==> src/rtl/noc_rr_timeout_arbiter_if.sv <==
// Arbiter port bundle: requester side drives req/flit_id/length, arbiter
// side returns the registered grant, its index and the timeout pulses.
interface noc_rr_timeout_arbiter_if #(
  parameter int NPORTS = 5,
  parameter int LEN_W  = 12,
  parameter int FID_W  = 3,
  parameter int IDX_W  = $clog2(NPORTS)
);
  logic [NPORTS-1:0]       req;
  logic [NPORTS*FID_W-1:0] flit_id;
  logic [NPORTS*LEN_W-1:0] length;
  logic [NPORTS-1:0]       grant;
  logic                    grant_valid;
  logic [IDX_W-1:0]        grant_idx;
  logic [NPORTS-1:0]       timeout_pulse;

  modport master (
    output req, flit_id, length,
    input  grant, grant_valid, grant_idx, timeout_pulse
  );

  modport slave (
    input  req, flit_id, length,
    output grant, grant_valid, grant_idx, timeout_pulse
  );
endinterface

==> src/rtl/noc_rr_timeout_arbiter.sv <==
// Round-robin output-port arbiter with per-port hold timers. Each channel
// keeps the grant while it requests and its counter has not reached the
// limit taken from its latest header flit.

// Per-port hold timer: limit register plus hold counter.
module noc_rr_port_timer #(
  parameter int LEN_W = 12
) (
  input  logic             clk,
  input  logic             rst,
  input  logic             hdr,
  input  logic [LEN_W-1:0] len,
  input  logic             hold,
  output logic             exp
);
  logic [LEN_W-1:0] lim;
  logic [LEN_W-1:0] cnt;

  // Limit tracks every header flit; counter runs only while this port holds.
  always_ff @(posedge clk) begin
    if (rst) begin
      lim <= '0;
      cnt <= '0;
    end else begin
      if (hdr) lim <= len;
      cnt <= hold ? cnt + LEN_W'(1) : '0;
    end
  end

  // Expiry compares against the registered limit, so a header loaded this
  // cycle only matters from the next one.
  assign exp = (cnt == lim);
endmodule

module noc_rr_timeout_arbiter #(
  parameter int NPORTS    = 5,
  parameter int LEN_W     = 12,
  parameter int FID_W     = 3,
  parameter int HEADER_ID = 1,
  parameter int IDX_W     = $clog2(NPORTS)
) (
  input logic                   clk,
  input logic                   rst,
  noc_rr_timeout_arbiter_if.slave bus
);
  logic [NPORTS-1:0] grant_q, grant_d;
  logic [NPORTS-1:0] tp_q, tp_d;
  logic [NPORTS-1:0] hold, exp;
  logic [IDX_W-1:0]  idx_q, idx_d;
  logic [IDX_W-1:0]  last_q, last_d;
  logic [IDX_W-1:0]  base, cand, pick;
  logic              vld_q, found;

  // One timer per channel.
  for (genvar k = 0; k < NPORTS; k++) begin : g_port
    noc_rr_port_timer #(.LEN_W(LEN_W)) u_tmr (
      .clk  (clk),
      .rst  (rst),
      .hdr  (bus.flit_id[k*FID_W +: FID_W] == FID_W'(HEADER_ID)),
      .len  (bus.length[k*LEN_W +: LEN_W]),
      .hold (hold[k]),
      .exp  (exp[k])
    );
  end

  // Only the current holder can have a hold bit set.
  assign hold = grant_q & bus.req & ~exp;
  // From idle rotate after the last winner; on hand-over rotate after the holder.
  assign base = vld_q ? idx_q : last_q;

  // Next-grant selection: hold, otherwise first requester in rotation order.
  always_comb begin
    grant_d = '0;
    idx_d   = '0;
    last_d  = last_q;
    tp_d    = grant_q & bus.req & exp;
    found   = 1'b0;
    pick    = '0;
    cand    = '0;
    if (|hold) begin
      grant_d = grant_q;
      idx_d   = idx_q;
    end else begin
      // On hand-over the current holder (i == NPORTS) is skipped.
      for (int i = 1; i <= NPORTS; i++) begin
        cand = IDX_W'((int'(base) + i) % NPORTS);
        if (!found && (i < NPORTS || !vld_q) && bus.req[cand]) begin
          found = 1'b1;
          pick  = cand;
        end
      end
      if (found) begin
        grant_d[pick] = 1'b1;
        idx_d         = pick;
        last_d        = pick;
      end
    end
  end

  // Grant, index, valid and pulse all update together.
  always_ff @(posedge clk) begin
    if (rst) begin
      grant_q <= '0;
      idx_q   <= '0;
      vld_q   <= 1'b0;
      tp_q    <= '0;
      last_q  <= IDX_W'(NPORTS - 1);
    end else begin
      grant_q <= grant_d;
      idx_q   <= idx_d;
      vld_q   <= |grant_d;
      tp_q    <= tp_d;
      last_q  <= last_d;
    end
  end

  assign bus.grant         = grant_q;
  assign bus.grant_valid   = vld_q;
  assign bus.grant_idx     = idx_q;
  assign bus.timeout_pulse = tp_q;
endmodule

==> src/flat_wrapper.sv <==
// flat-port wrapper written by rule: the top's interface ports become plain ports
module noc_rr_timeout_arbiter_flat 
#(
  parameter int NPORTS    = 5,
  parameter int LEN_W     = 12,
  parameter int FID_W     = 3,
  parameter int HEADER_ID = 1,
  parameter int IDX_W     = $clog2(NPORTS)
)
  (clk, rst, bus_req, bus_flit_id, bus_length, bus_grant, bus_grant_valid, bus_grant_idx, bus_timeout_pulse);
  noc_rr_timeout_arbiter_if #(.NPORTS(NPORTS), .LEN_W(LEN_W), .FID_W(FID_W), .IDX_W(IDX_W)) bus_i ();
  input logic clk;
  input logic rst;
  input wire logic [$bits(bus_i.req)-1:0] bus_req;
  input wire logic [$bits(bus_i.flit_id)-1:0] bus_flit_id;
  input wire logic [$bits(bus_i.length)-1:0] bus_length;
  output wire logic [$bits(bus_i.grant)-1:0] bus_grant;
  output wire logic [$bits(bus_i.grant_valid)-1:0] bus_grant_valid;
  output wire logic [$bits(bus_i.grant_idx)-1:0] bus_grant_idx;
  output wire logic [$bits(bus_i.timeout_pulse)-1:0] bus_timeout_pulse;
  assign bus_i.req = bus_req;
  assign bus_i.flit_id = bus_flit_id;
  assign bus_i.length = bus_length;
  assign bus_grant = bus_i.grant;
  assign bus_grant_valid = bus_i.grant_valid;
  assign bus_grant_idx = bus_i.grant_idx;
  assign bus_timeout_pulse = bus_i.timeout_pulse;
  noc_rr_timeout_arbiter #(.NPORTS(NPORTS), .LEN_W(LEN_W), .FID_W(FID_W), .HEADER_ID(HEADER_ID), .IDX_W(IDX_W)) u_core (.clk(clk), .rst(rst), .bus(bus_i));
endmodule
==> config.mk <==
export PLATFORM = sky130hd
export DESIGN_NAME = noc_rr_timeout_arbiter_flat
export DESIGN_NICKNAME = d
export VERILOG_FILES = /design/src/rtl/noc_rr_timeout_arbiter_if.sv /design/src/rtl/noc_rr_timeout_arbiter.sv /design/src/flat_wrapper.sv
export SDC_FILE = /design/constraint.sdc
export NUM_CORES = 1
export LEC_CHECK = 0
export BUFFER_PORTS_ARGS = -buffer_cell sky130_fd_sc_hd__clkbuf_2
export CORE_MARGIN = 1
export CORE_UTILIZATION = 30
export DETAILED_ROUTE_END_ITERATION = 8
export GPL_TIMING_DRIVEN = 0
export PLACE_DENSITY = 0.55
export RECOVER_POWER = 100
export SLEW_MARGIN = 40
export SYNTH_ARGS = -nofsm -noshare
export SYNTH_HDL_FRONTEND = slang
export SYNTH_SLANG_ARGS = --single-unit
==> constraint.sdc <==
create_clock -name clk -period 6.2 [get_ports clk]
set_input_delay 1.55 -clock clk [delete_from_list [all_inputs] [get_ports clk]]
set_output_delay 1.55 -clock clk [all_outputs]
set_load 0.05 [all_outputs]
==> impl_metrics.csv <==
group,metric,value,unit
detailed_routing,ant_nets,0,
timing,fin_ws,0.406,ns
die,core,24500,sq um
global_route,globalRouteTotalUtil,0.147,
critical_path,slowest_stage,"dfxtp_1",
die,die-area,25700,sq um
final_layout,layout_commonest_cell,"nor2_1",
placement,dp_worst_setup_slack,0.0298,ns
critical_path,critPathCaptureType,"flip-flop",
global_route,grt_pass1_wl,30000,um
pwr,power_density,484,nW/um^2
synthesis,syn_nets,956,
clock_network,clk_pin_slew_worst_paths,0.05,ns
critical_path,crit_required,6.50,ns
placement,io_buffers,94,
die,floorplan.initialDensity,0.307,
placement,dp_hpwl,14000,um
detailed_routing,drc,0,
run,maxCapViolCount,0,
clock_network,cts_made_buffers,17,
placement,gp_congestion,0.837,
synthesis,synth_ff_type,"dfxtp_1",
detailed_routing,drtIter0Drc,225,
die,pin_count,96,
global_route,grt.overflow.total,0,
critical_path,worstPathCellList,"clkbuf_2 -> mux2i_4 -> inv_2 -> ha_1 -> clkbuf_1 -> xnor2_2 -> ha_1 -> nor3_1 -> mux2_4 -> or3_1 -> and2_1 -> ha_1 -> nor2b_1 -> or4_4 -> a31oi_1 -> a221oi_2 -> a311oi_2 -> nor3b_2 -> o211ai_1 -> and2_0 -> a32o_1",
pwr,ir_drop,260,uV
synthesis,synth_edf_count,0,
timing,tightest_slew,0.815,ns
clock_network,cts.path.max_buffers,2,
min_path,hp-class,"reg -> reg",
die,rows,57,
synthesis,synthTopCellsByArea,"dfxtp_1, mux2i_1, xor2_1",
timing,fin_crit,5.79,ns
synthesis,syn_area,7510,sq um
critical_path,worst_path_largest_cell_delay,0.50,ns
pwr,p_leak,3.62,nW
detailed_routing,wire_per_inst,14.1,um
synthesis,ys_seq_area_frac,0.365,
global_route,grt_pass1_vias,5977,
timing,max_slew_margin,0.457,
clock_network,cts_htree_levels,4,
timing,hold_slack,0.486,ns
detailed_routing,vias,6086,
synthesis,synth_seq_cells,137,
synthesis,synth_top_area_cell,"dfxtp_1",
clock_network,cts_hold_buf,0,
final_layout,syn_to_final_growth,20.0,%
detailed_routing,firstDrtPassIters,5,
detailed_routing,viasPerCell,4.69,
clock_network,cts_root_buf,"clkbuf_16",
synthesis,async_reset_ff_frac,0,
critical_path,cp_common_cell,"ha_1",
global_route,grt_start_max_net_pins,17,
final_layout,final_cell_mix,"nor2_1, dfxtp_1, clkbuf_2",
timing,finalCritPeriodShare,0.935,
synthesis,yosysWarningCount,0,
synthesis,netlist_instances,848,
clock_network,cts.sinks,137,
critical_path,worstSetupPathType,"reg -> reg",
critical_path,crit_fanout,10,
clock_network,clock_latency,0.42,ns
synthesis,syn_avg_cell_area,8.86,sq um
final_layout,final_nets,1071,
final_layout,diodes,0,
final_layout,drive_gt1_frac,0.141,
detailed_routing,wirelength,18300,um
timing,fin_skew,0.00826,ns
die,die-width,160,um
status,status,"finished, final reports clean",
pwr,total_power,4.36,mW
critical_path,setup.worst_path.start_class,"flip-flop",
global_route,antenna_found_initial,0,
die,die_h,160,um
synthesis,synth_cell_type_count,71,
timing,timing.fmax,173,MHz
timing,hold_viol,0,
clock_network,tritoncts,"built",
timing,setup_viol,0,
synthesis,yosys.area.top_type_share,0.365,
timing,finalMaxSlewViolations,0,
critical_path,arrival,6.10,ns
-- critical path, delay by kind of cell (launching register included) --
kind | cells | cell delay (ns)
and+or+nand+nor | 7 | 1.83
AOI/OAI and AO/OA | 5 | 1.06
buffers and inverters | 3 | 0.67
muxes | 2 | 0.67
adders and majority gates | 3 | 0.66
DFF | 1 | 0.50
xor gates and xnor gates | 1 | 0.29
-- per-layer routing --
layer  vias up  GRT usage  part of all wire
li1       3164          -                 -
met1      2804      0.186              0.48
met2       100      0.243              0.46
met3        18     0.0343             0.043
met4         0     0.0519             0.015
met5         -          0                 0
-- sequential cells by signal (all words and copies together), names as in the netlist --
register and flops:
u_core.bus.grant_idx 3, u_core.bus.grant 5, u_core.last_q 3, u_core.bus.grant_valid 1, u_core.bus.timeout_pulse 5, u_core.g_port.u_tmr.lim 60
u_core.g_port.u_tmr.cnt 60
-- per-stage QoR --
step                cell area (sq um)  setup TNS, ns  std cells  utilization
detailed placement               8390              0       1266        0.343
finish                           9020              0       1298        0.369
global route                     9020       -0.00624       1298        0.369
floorplan                        7510              0        848            -
global placement                 8390         -0.758       1266        0.343
CTS                              9020              0       1296        0.369
-- repair_timing --
action                                  CTS  global route
endpoints found under the setup margin    1            11
buffers inserted                          0             3
endpoints found under the hold margin     0             0
resized for setup                         2             2
-- Yosys cell counts (2+ instances only) --
| cell | n |
|---|---|
| o31ai_1 | 3 |
| nor4_1 | 11 |
| nand3_1 | 35 |
| mux4_2 | 2 |
| a221o_1 | 3 |
| a21oi_1 | 19 |
| nand4_1 | 12 |
| mux2_2 | 3 |
| o21ai_1 | 5 |
| dfxtp_1 | 137 |
| or2_2 | 2 |
| and2_1 | 7 |
| nand2_1 | 44 |
| o21a_1 | 2 |
| clkbuf_1 | 26 |
| nor2_1 | 143 |
| a31oi_1 | 3 |
| a211oi_1 | 6 |
| or2_1 | 3 |
| and3b_1 | 3 |
| or3_1 | 4 |
| inv_2 | 3 |
| nand3b_1 | 4 |
| o211ai_1 | 4 |
| mux2i_1 | 74 |
| nor3_1 | 20 |
| o21bai_2 | 2 |
| xor2_1 | 69 |
| a221oi_2 | 2 |
| nand2b_1 | 9 |
| ha_1 | 26 |
| nor3b_1 | 10 |
| buf_2 | 2 |
| a31o_2 | 2 |
| o21ai_0 | 10 |
| nor2b_1 | 12 |
| a21o_1 | 3 |
| a22oi_1 | 2 |
| and3_1 | 23 |
| inv_1 | 18 |
| xnor2_1 | 49 |
| a32o_1 | 2 |
-- power breakdown --
group | internal, mW | switching [mW] | leakage [nW] | total [mW]
sequential | 0.928 | 0.0523 | 1.11 | 0.980
clock | 0.667 | 0.372 | 0.284 | 1.04
combinational | 0.946 | 1.40 | 2.23 | 2.34
total | 2.54 | 1.82 | 3.62 | 4.36
-- layout make-up --
| type | count | area [sq um] |
|---|---|---|
| fill | 2511 | 15400 |
| multi-input combinational | 661 | 4610 |
| sequential | 137 | 2740 |
| timing repair buffer | 97 | 470 |
| clock buffer | 18 | 429 |
| tap | 324 | 405 |
| clock inverter | 12 | 178 |
| buffer | 28 | 108 |
| inverter | 21 | 78.8 |
-- kinds of logic after synthesis --
kind of cell             count (synthesis)  share of synthesized area
adder cells (fa/ha/maj)                 26                     0.0433
flip-flops                             137                      0.365
multiplexers                            82                      0.116
AO/OA/AOI/OAI                           86                     0.0862
AND/OR/NAND/NOR                        349                      0.227
XOR/XNOR                               118                      0.138
buffers and inverters                   50                     0.0253
-- final timing paths --
check,depth (start not counted),slack (ns),from,endpoint
worst max register to register,21,0.41,u_core.bus.grant_valid$_SDFF_PP0_,u_core.bus.grant[0]$_SDFF_PP0_
worst min register to register,1,0.49,u_core.g_port[3].u_tmr.cnt[0]$_SDFF_PP0_,u_core.g_port[3].u_tmr.cnt[0]$_SDFF_PP0_
worst max-delay path,21,0.41,u_core.bus.grant_valid$_SDFF_PP0_,u_core.bus.grant[0]$_SDFF_PP0_
worst min-delay path,1,0.49,u_core.g_port[3].u_tmr.cnt[0]$_SDFF_PP0_,u_core.g_port[3].u_tmr.cnt[0]$_SDFF_PP0_
(Power assumes the default switching activity.)
